**config.mk**
```make
export PLATFORM = sky130hd
export DESIGN_NAME = mv_sum_5x5_feeder
export DESIGN_NICKNAME = d
export VERILOG_FILES = /design/src/rtl/mv_sum_5x5_feeder.sv
export SDC_FILE = /design/constraint.sdc
export NUM_CORES = 1
export LEC_CHECK = 0
export BUFFER_PORTS_ARGS = -buffer_cell sky130_fd_sc_hd__clkbuf_2
export CORE_AREA = 3 3 94 96
export CTS_CLUSTER_SIZE = 25
export DETAILED_ROUTE_END_ITERATION = 6
export DIE_AREA = 0 0 97 99
export GPL_ROUTABILITY_DRIVEN = 1
export PLACE_DENSITY = 0.78
export SETUP_SLACK_MARGIN = 0.4
export SLEW_MARGIN = 15
export SYNTH_ARGS = -nofsm -noshare
export SYNTH_HDL_FRONTEND = slang
export SYNTH_SLANG_ARGS = --single-unit
```
**constraint.sdc**
```tcl
create_clock -name iClk -period 2.6 [get_ports iClk]
set_input_delay 0 -clock iClk [delete_from_list [all_inputs] [get_ports iClk]]
set_output_delay 0 -clock iClk [all_outputs]
set_load 0.03 [all_outputs]
```
**src/rtl/mv_sum_5x5_feeder.sv**
```systemverilog
// mv_sum_5x5_feeder: raster-to-line-FIFO cascade sequencer and window-sum capture; MV_FEED_ZERO_PAD_EN adds zero bottom padding rows
module mv_sum_5x5_feeder #(
  parameter int DATA_W   = 32,
  parameter int ROW_LEN  = 80,
  parameter int NUM_ROWS = 60,
  parameter int LINES    = 5
) (
  input  logic              iClk,
  input  logic              iReset_n,
  input  logic              iStart,
  input  logic              iPix_valid,
  input  logic [DATA_W-1:0] iPix_data,
  output logic              oPix_ready,
  output logic              oCore_run,
  output logic [LINES-1:0]  oCore_rdreq,
  output logic [LINES-1:0]  oCore_wrreq,
  output logic [DATA_W-1:0] oCore_data,
  input  logic [LINES-1:0]  iCore_full,
  input  logic              iCore_finish,
  input  logic [DATA_W-1:0] iCore_sum,
  output logic              oSum_valid,
  output logic [DATA_W-1:0] oSum_data,
  output logic [6:0]        oSum_row,
  output logic [6:0]        oSum_col,
  output logic              oBusy,
  output logic              oDone
);
  localparam int FW = $clog2(LINES + 1);
`ifdef MV_FEED_ZERO_PAD_EN
  localparam bit PAD_EN = 1'b1;
`else
  localparam bit PAD_EN = 1'b0;
`endif
  typedef enum logic [2:0] {IDLE, CLEAR, STREAM, FLUSH, DONE} state_t;
  state_t            state_q;
  logic [6:0]        row_q, col_q;
  logic [FW-1:0]     fcnt_q;
  logic              pos_v_q;
  logic [6:0]        pos_r_q, pos_c_q;
  logic              sum_v_q;
  logic [DATA_W-1:0] sum_d_q;
  logic [6:0]        sum_r_q, sum_c_q;
  logic [LINES-1:0]  wr_pat, rd_pat;
  logic              pad, feed, stall, acc, last_col, last_row, cap;
  assign wr_pat[0] = 1'b1;
  for (genvar k = 0; k < LINES - 1; k++) begin : g_pat
    assign wr_pat[k+1] = row_q > 7'(k);
    assign rd_pat[k]   = row_q > 7'(k);
  end
  assign rd_pat[LINES-1] = row_q >= 7'(LINES);
  // Zero rows are pushed through the cascade after the last real row when padding is built in.
  assign pad      = PAD_EN && state_q == FLUSH && row_q < 7'(NUM_ROWS + LINES - 1);
  assign feed     = (state_q == STREAM && iPix_valid) || pad;
  assign stall    = |(wr_pat & iCore_full & ~rd_pat);
  assign acc      = feed && !stall;
  assign last_col = col_q == 7'(ROW_LEN - 1);
  assign last_row = row_q == 7'(NUM_ROWS - 1);
  assign cap      = iCore_finish && pos_v_q && pos_r_q >= 7'(LINES - 1) && pos_c_q >= 7'(LINES - 1);
  assign oPix_ready  = state_q == STREAM && !stall;
  assign oCore_wrreq = acc ? wr_pat : '0;
  assign oCore_rdreq = acc ? rd_pat : '0;
  assign oCore_data  = (acc && state_q == STREAM) ? iPix_data : '0;
  assign oCore_run   = state_q == STREAM || state_q == FLUSH;
  assign oBusy       = state_q == CLEAR || state_q == STREAM || state_q == FLUSH;
  assign oDone       = state_q == DONE;
  assign oSum_valid  = sum_v_q;
  assign oSum_data   = sum_d_q;
  assign oSum_row    = sum_r_q;
  assign oSum_col    = sum_c_q;
  // Frame sequencing and raster position of the pixel currently offered to the cascade.
  always_ff @(posedge iClk)
    if (!iReset_n) begin
      state_q <= IDLE;
      row_q   <= '0;
      col_q   <= '0;
      fcnt_q  <= '0;
    end else begin
      if (acc) begin
        col_q <= last_col ? '0 : col_q + 7'd1;
        if (last_col && (PAD_EN || !last_row)) row_q <= row_q + 7'd1;
      end
      case (state_q)
        IDLE, DONE: if (iStart) state_q <= CLEAR;
        CLEAR: begin
          state_q <= STREAM;
          row_q   <= '0;
          col_q   <= '0;
          fcnt_q  <= '0;
        end
        STREAM: if (acc && last_col && last_row) state_q <= FLUSH;
        FLUSH: if (!pad) begin
          fcnt_q <= fcnt_q + FW'(1);
          if (fcnt_q == FW'(LINES - 1)) state_q <= DONE;
        end
        default: state_q <= IDLE;
      endcase
    end
  // Position follows the core's one-cycle sum latency, then complete windows are registered out.
  always_ff @(posedge iClk)
    if (!iReset_n) begin
      pos_v_q <= 1'b0;
      pos_r_q <= '0;
      pos_c_q <= '0;
      sum_v_q <= 1'b0;
      sum_d_q <= '0;
      sum_r_q <= '0;
      sum_c_q <= '0;
    end else begin
      pos_v_q <= acc;
      pos_r_q <= row_q;
      pos_c_q <= col_q;
      sum_v_q <= cap;
      sum_d_q <= cap ? iCore_sum : sum_d_q;
      sum_r_q <= cap ? pos_r_q : sum_r_q;
      sum_c_q <= cap ? pos_c_q : sum_c_q;
    end
endmodule

```
==> metrics, run 1 <==
Initial Util=a little under half; PwrDens=about 450 mW/mm²; share of cells above drive strength 1=roughly two fifths; max-slew violations=0; Synth area leaders=dfxtp_1 (44%), nand2_1 (10%), a21boi_0 (6.6%); CTS buffer count=9; synthesized area=~0.0037 mm²; synth cell count leaders=nand2_1 (102), dfxtp_1 (82), a21boi_0 (33); Synth area leader=dfxtp_1; deepest clock path buffer count=2; TritonCTS clock tree=yes; maximum vdd drop=0.2953 mV; DPL Wire Length=around 6600 µm; CP max stage delay=~370 ps; final setup fails=0; WHS Endpoint=state_q[2]; port buffer count=166; dominant synthesized flop cell=dfxtp_1; largest net degree at the start of global routing=35; hold slack=17.58 ps; Overflow after GRT=0; Crit Path Category=flip-flop to primary output; drt pass-1 iters=4; I/O Pins=~170; nets=~700; worst-path cell chain=buf_6 > ha_4 > mux2_2 > nand3b_1 > a21boi_4 > or2_4 > buf_6 > a21oi_4 > clkbuf_8; number of global-route vias before repair=3746; reg2reg setup slack=roughly 340 ps; Mapped Nets=505; CTS clock-pin slew for the worst setup and hold paths=approximately 70 ps; Antenna Cells=0; outcome=finished clean; Die Ht=99 µm; via count=approximately 3600; Post-DRT Antenna Nets=0; final wirelength=a little over 10000 µm; register area=about 0.0016 mm²; #FFs+latches synth=roughly 80; RSZ-0062 raised after global routing=true; CTS root buf=clkbuf_8; crit start category=flip-flop; multi-input logic area=just over 0.002 mm²; core area=just over 0.008 mm²; Leak=2.402 nW; R2R depth=10; cell with the most instances after synthesis=nand2_1; DIE AREA=0.009603 mm²; sequential fraction of the synthesis area=~44%; reg2reg end=col_q[0]; synthesized area per cell=8.835 µm²; fillers=around 660; Slew @ Worst Pin=around 670 ps; Post-route DRC=0; wire per inst=14.04 µm; Area Overhead vs Synth=47.60%; Req. time, crit path=around 2600 ps; Worst Hold Class=primary input to flip-flop; r2r startpoint=row_q[1]; initial antenna violation count=0; share of the synthesized area in the top cell type=43.82%; GP Congestion=0.8930; first-pass GRT wire length=between 15000 and 20000 µm; Slowest-stage cell, CP=dfxtp_4; CP Max Fanout=5; Ys Warns=0; Post-synth EDFFs=0; setup TNS=0 ps; Crit. End Element=primary output; DR iter-0 viols=138; period utilization=between 80 and 90%; CP most frequent cell=buf_6; clk_lat worst skew=between 300 and 400 ps; Synth cell types=53; Crit path arrival time=between 2000 and 2500 ps; min Tclk post-route=about 2300 ps; Max H-tree Level=3; final core occ=approximately 70%; Rows=33; Max-Cap Viols=0; WHS Path Cells=3; Hold Fails Final Rpt=0; Die Wd=between 90 and 100 µm; via density per instance=4.895; HP Start=iStart; Setup Skew=~5.6 ps; All-Layer GR Usage=a little over a fifth; FFs w/ async S/R, synth=0%; Sink Count=a little over 80; Synth Instances=between 400 and 500; top achievable clock speed=0.4393 GHz; Rel. slew slack=a little under three fifths
[where the power goes]
| part | leakage, nW | internal, mW | total, mW | switching [mW] |
|---|---|---|---|---|
| logic | 1.63 | 0.129 | 0.252 | 0.123 |
| clock network | 0.105 | 0.556 | 0.974 | 0.418 |
| registers | 0.662 | 1.26 | 1.27 | 0.00686 |
| total | 2.40 | 1.94 | 2.49 | 0.548 |
[cells by family after synthesis]
kind of cell    after synthesis  share of synthesized area (%)
mux                           4                          1.102
fa+ha+maj                     7                          2.338
buf+inv                      37                          5.478
flops                        82                          43.82
simple gates                213                          31.16
xor+xnor                      9                          2.104
compound gates               72                          13.99
[sequential cells by signal (all words and copies together), names as in the netlist, 7 cells and up]
signal,count
oSum_data,32
col_q,7
oSum_row,7
pos_c_q,7
pos_r_q,7
row_q,7
oSum_col,7
[how the worst max path moves through the flow]
stage | from | end | slack, ps | depth (start not counted)
6_report | row_q[1] | oCore_wrreq[1] | 320 | 9
5_1_grt | row_q[1] | oCore_rdreq[0] | 240 | 9
4_1_cts | row_q[1] | oCore_rdreq[0] | 340 | 9
3_5_place_dp | row_q[1] | oCore_wrreq[3] | 50 | 9
3_3_place_gp | row_q[1] | oCore_rdreq[2] | 220 | 9
2_1_floorplan | row_q[1] | oCore_wrreq[2] | 410 | 10
[layout by cell type, fill, tap and decap left out, types with 3 or more instances in the layout]
master,synthesis,layout
nand2b_1,3,3
o21ai_0,3,3
a21oi_4,0,3
a21boi_1,12,12
buf_8,0,4
xnor2_1,8,8
ha_4,0,3
nand3_1,5,5
a21oi_1,9,5
nor4b_2,3,3
nor2_1,20,20
inv_1,6,4
dfxtp_1,82,80
clkbuf_2,0,124
buf_6,4,6
and2_1,21,20
buf_4,7,18
clkbuf_4,0,27
ha_1,7,4
and2_4,28,29
dlygate4sd3_1,0,32
nor3_1,5,5
a21boi_0,33,33
nand2_1,102,102
buf_2,6,8
clkbuf_8,0,12
nor2b_1,6,6
mux2i_1,3,3
[through the flow]
step                      instance area (µm²)  power [mW]  worst slack [ps]  instances
after detailed placement                 4611       1.494             51.12        672
after global placement                   4611       1.489             216.9        672
after CTS                                5464       2.510             341.9        734
after global routing                     5529       2.598             238.8        736
final                                    5529       2.491             323.9        736
after floorplan                          3769       1.410             405.2        424
[critical path, delay by kind of cell (launching register included)]
kind / cells / cell delay [ps]
buffers and inverters: 3 / 470
AND/OR/NAND/NOR: 2 / 450
flip-flops: 1 / 370
multiplexers: 1 / 260
AO/OA/AOI/OAI: 2 / 220
adder cells (fa/ha/maj): 1 / 160
[timing repair]
action	in CTS	in global routing
buffers inserted	14	2
resized for setup	60	36
endpoints found under the setup margin	59	80
gates cloned	2	0
endpoints found under the hold margin	32	0
pin swaps	7	2
hold buffers	32	0
[per-layer routing]
layer	vias to the layer above	GRT usage, %	wire [µm]
met3	20	5.096	576
met4	0	6.587	210
met1	1645	25.89	4280
li1	1801	-	-
met2	137	38.75	5264
met5	-	0	0
[layout make-up]
| type | count | area share, % |
|---|---|---|
| multi-input cells | 306 | 36.55 |
| flip-flops and latches | 82 | 29.83 |
| repair buffers | 221 | 26.66 |
| clock buffers | 11 | 2.557 |
| well taps | 105 | 2.376 |
| clock inverters | 3 | 1.177 |
| inverters | 7 | 0.6563 |
| repair inverters | 1 | 0.2037 |
Power figures use the tool's default switching activity.
==> run 2: changes to the inputs <==
--- a/config.mk
+++ b/config.mk
@@ -7,6 +7,7 @@
 export LEC_CHECK = 0
 export BUFFER_PORTS_ARGS = -buffer_cell sky130_fd_sc_hd__clkbuf_2
 export CORE_AREA = 3 3 94 96
+export CTS_BUF_LIST = sky130_fd_sc_hd__clkbuf_16
 export CTS_CLUSTER_SIZE = 25
 export DETAILED_ROUTE_END_ITERATION = 6
 export DIE_AREA = 0 0 97 99
==> metrics, run 2 (synthesis gave the netlist of run 1 again) <==
DP Area=about 0.0046 mm²; min Tclk post-route=2421 ps; initial antenna violation count=0; drt pass-1 iters=5; first-pass GRT wire length=17830 µm; setup TNS=0 ps; GP Congestion=~0.89; final instance area=about 0.0060 mm²; Rel. slew slack=55.52%; CP max stage delay=around 380 ps; most frequent cells in the layout=clkbuf_2 (125), nand2_1 (102), dfxtp_1 (77); TritonCTS clock tree=yes; Initial Util=between 40 and 50%; Sink Count=82; Layout Cells excl Fill=~750; Slew @ Worst Pin=around 660 ps; CTS clock-pin slew for the worst setup and hold paths=approximately 60 ps; reg2reg setup slack=210 ps; Rows=33; max-slew violations=0; Post-DRT Antenna Nets=0; Hold Fails Final Rpt=0; dpl cells=between 600 and 700; Antenna Cells=0; DIE AREA=0.009603 mm²; wire per inst=16.01 µm; nets=720; share of cells above drive strength 1=a little over two fifths; All-Layer GR Usage=22.58%; final core occ=between 70% and 80%; CP bufs+invs=4; I/O Pins=roughly 170; CTS root buf=clkbuf_16; final setup fails=0; deepest clock path buffer count=2; Max-Cap Viols=0; Crit path arrival time=between 2000 and 2500 ps; crit start category=flip-flop; core area=about 0.0081 mm²; PwrDens=about 480 mW/mm²; Leak=2.579 nW; Crit. End Element=primary output; Area Overhead vs Synth=59.52%; most common cell after layout, fill and taps aside=clkbuf_2; Setup Skew=about 4.2 ps; Worst Hold Class=primary input to flip-flop; period utilization=93.12%; Req. time, crit path=2600 ps; RSZ-0062 raised after global routing=true; Max H-tree Level=3; via count=approximately 3800; final wirelength=between 10000 and 15000 µm; Post-route DRC=0; Die Ht=99 µm; DPL Wire Length=~6600 µm; max reg flops=32; clk_lat worst skew=between 300 and 400 ps; maximum vdd drop=0.3640 mV; CP Max Fanout=6; largest net degree at the start of global routing=35; port buffer count=around 170; CP top delay family=simple AND/OR/NAND/NOR gates; worst-path cell chain=buf_4 > nor4bb_2 > o211ai_1 > nand4_1 > or2_4 > buf_6 > inv_6 > and2_4 > clkbuf_8; CTS buffer count=9; via density per instance=about 5; Slowest-stage cell, CP=dfxtp_4; Overflow after GRT=0; number of global-route vias before repair=approximately 3900; top achievable clock speed=between 0.4 and 0.5 GHz; Crit Path Category=flip-flop to primary output; DR iter-0 viols=approximately 130; Die Wd=a little under 100 µm; outcome=finished clean
-- run 2: through the flow --
step | setup slack [ps] | power, mW | hold slack (ps)
final | 178.9 | 2.841 | 35.55
after global routing | 124.8 | 2.937 | 46.92
after CTS | 314.7 | 2.842 | 27.90
after detailed placement | 51.12 | 1.494 | 229.4
after global placement | 216.9 | 1.489 | 229.3
after floorplan | 405.2 | 1.410 | 134.9
-- run 2: layout make-up --
class	count	area, µm²
clock inverter	5	72.57
inverter	7	36.28
clock buffer	9	225.2
timing repair inverter	4	35.03
tap	105	131.4
fill	569	2158
timing repair buffer	229	1755
sequential	82	1653
multi-input combinational	306	2067
-- run 2: timing repair --
action	CTS	global route
endpoints found under the setup margin	57	81
resized for setup	93	73
setup buffers	19	5
gates cloned	5	0
hold buffers	32	0
pin swaps	8	22
endpoints found under the hold margin	32	0
-- run 2: final timing paths --
| check | start | endpoint | depth (start not counted) |
|---|---|---|---|
| setup / recovery | row_q[1] | oCore_data[29] | 9 |
| hold / removal | iStart | state_q[2] | 3 |
| setup reg to reg | row_q[1] | col_q[0] | 9 |
| hold reg to reg | pos_c_q[3] | oSum_col[3] | 2 |
-- run 2: where the power goes --
part / internal, mW / switching (mW) / leakage [nW]
Combinational: 0.150 / 0.138 / 1.76
Clock: 0.821 / 0.464 / 0.150
Sequential: 1.26 / 0.00708 / 0.664
Total: 2.23 / 0.609 / 2.58
-- run 2: per-layer routing --
layer / track usage, % / vias to the layer above / routed length, µm
met5: 0 / - / 0
met4: 8.315 / 0 / 376
met3: 5.732 / 30 / 716
met2: 41.93 / 154 / 6345
met1: 24.75 / 1743 / 4521
li1: - / 1824 / -
-- run 2: worst reg2reg max path: cells and delay by family, from the launching register on --
| kind | cells | cell delay [ps] |
|---|---|---|
| flip-flops | 1 | 380 |
| AND/OR/NAND/NOR | 4 | 1030 |
| AO/OA/AOI/OAI | 2 | 490 |
| buffers and inverters | 3 | 410 |
==> run 3: changes to the inputs <==
--- a/config.mk
+++ b/config.mk
@@ -6,13 +6,12 @@
 export NUM_CORES = 1
 export LEC_CHECK = 0
 export BUFFER_PORTS_ARGS = -buffer_cell sky130_fd_sc_hd__clkbuf_2
-export CORE_AREA = 3 3 94 96
+export CORE_AREA = 3 3 116 118
 export CTS_BUF_LIST = sky130_fd_sc_hd__clkbuf_16
 export CTS_CLUSTER_SIZE = 25
 export DETAILED_ROUTE_END_ITERATION = 6
-export DIE_AREA = 0 0 97 99
+export DIE_AREA = 0 0 119 121
 export GPL_ROUTABILITY_DRIVEN = 1
-export PLACE_DENSITY = 0.78
 export SETUP_SLACK_MARGIN = 0.4
 export SLEW_MARGIN = 15
 export SYNTH_ARGS = -nofsm -noshare
==> metrics, run 3 (synthesis gave the netlist of run 1 again) <==
number of global-route vias before repair=3534; nets=approximately 700; outcome=finished clean; Crit. End Element=primary output; via density per instance=4.394; maximum vdd drop=0.2878 mV; share of cells above drive strength 1=41.75%; crit start category=flip-flop; wire per inst=roughly 13 µm; initial antenna violation count=0; Initial Util=~30%; Overflow after GRT=0; Post-DRT Antenna Nets=0; Req. time, crit path=roughly 2600 ps; final wirelength=~10000 µm; DRT met1 WL=4333 µm; Rel. slew slack=about two thirds; Sink Count=between 80 and 90; setup TNS=0 ps; RSZ-0062 raised after global routing=true; Die Ht=between 100 and 150 µm; TritonCTS clock tree=yes; Slew @ Worst Pin=just over 500 ps; deepest clock path buffer count=2; CTS root buf=clkbuf_16; Layout Cells excl Fill=around 800; Antenna Cells=0; CTS clock-pin slew for the worst setup and hold paths=approximately 60 ps; largest net degree at the start of global routing=42; core area=about 0.013 mm²; DR iter-0 viols=130; port buffer count=166; Hold Fails Final Rpt=0; Worst Hold Class=primary input to flip-flop; final setup fails=0; met3 routed WL=between 500 and 600 µm; DPL Wire Length=7095 µm; most common cell after layout, fill and taps aside=clkbuf_2; CP Max Fanout=5; Setup Skew=6.463 ps; most frequent cells in the layout=clkbuf_2 (125), nand2_1 (102), dfxtp_1 (79); min Tclk post-route=approximately 2300 ps; Crit path arrival time=between 2000 and 2500 ps; max-slew violations=0; max reg flops=32; Rows=41; dpl cells=740; DR top layer=met4; via count=3524; met2 routed WL=between 5000 and 6000 µm; GP Congestion=just under 0.8; I/O Pins=around 170; PwrDens=about 500 mW/mm²; Max-Cap Viols=0; Die Wd=roughly 120 µm; clk_lat worst skew=roughly 330 ps; drt pass-1 iters=4; All-Layer GR Usage=14.02%; first-pass GRT wire length=about 17000 µm; CTS buffer count=9; fillers=about 1200; period utilization=between 80% and 90%; Crit Path Category=flip-flop to primary output; Post-route DRC=0; top achievable clock speed=around 0.44 GHz; Leak=~2.4 nW; Area Overhead vs Synth=51.94%; DIE AREA=around 0.014 mm²; Max H-tree Level=3
## run 3: through the flow
step	power [mW]	hold WS (ps)	utilization [%]	cell area [µm²]	worst slack (ps)
finish	2.856	22.86	45.29	5692	345.1
global route	2.973	51.17	45.29	5692	266.4
CTS	2.886	11.95	44.27	5564	358.0
detailed placement	1.495	239.6	37.51	4715	18.86
global placement	1.492	228.1	37.51	4715	173.5
floorplan	1.410	134.9	-	3769	405.2
## run 3: power by group
| part | switching (mW) | internal [mW] |
|---|---|---|
| combinational | 0.123 | 0.128 |
| clock | 0.500 | 0.838 |
| sequential | 0.00690 | 1.26 |
## run 3: area by class of cell
type	instances	area [µm²]	share of cell area, %
multi-input combinational	305	2009	35.30
sequential	82	1650	29.00
timing repair buffer	219	1448	25.43
clock buffer	9	225.2	3.957
tap	172	215.2	3.781
clock inverter	7	93.84	1.649
inverter	7	38.79	0.6815
timing repair inverter	1	11.26	0.1978
## run 3: worst max-delay path: stages (launching register included)
cell	delay (ps)
dfxtp_4	380
inv_2	40
ha_2	170
mux2_2	260
nand3b_1	150
a21boi_4	80
or2_4	330
buf_6	160
a21oi_4	160
clkbuf_8	190
## run 3: per-layer routing
metal / GRT usage (%) / vias up
li1: - / 1791
met4: 5.141 / 0
met5: 0 / -
met2: 25.22 / 126
met1: 16.17 / 1587
met3: 3.263 / 20
## run 3: what timing repair did
action                     4_1_cts  5_1_grt
setup buffers                   11        2
hold buffers                    32        0
cloned                           1        0
resized for setup               33       73
setup endpoints to repair       51       69
pin swaps                        9        4
hold endpoints to repair        32        0
## run 3: final timing paths
path              slack [ps]  cells past startpoint       start              to
setup / recovery         350                      9    row_q[0]  oCore_wrreq[2]
hold / removal            20                      3      iStart      state_q[2]
setup reg to reg         450                     10    row_q[0]        row_q[1]
hold reg to reg          440                      2  pos_c_q[0]     oSum_col[0]
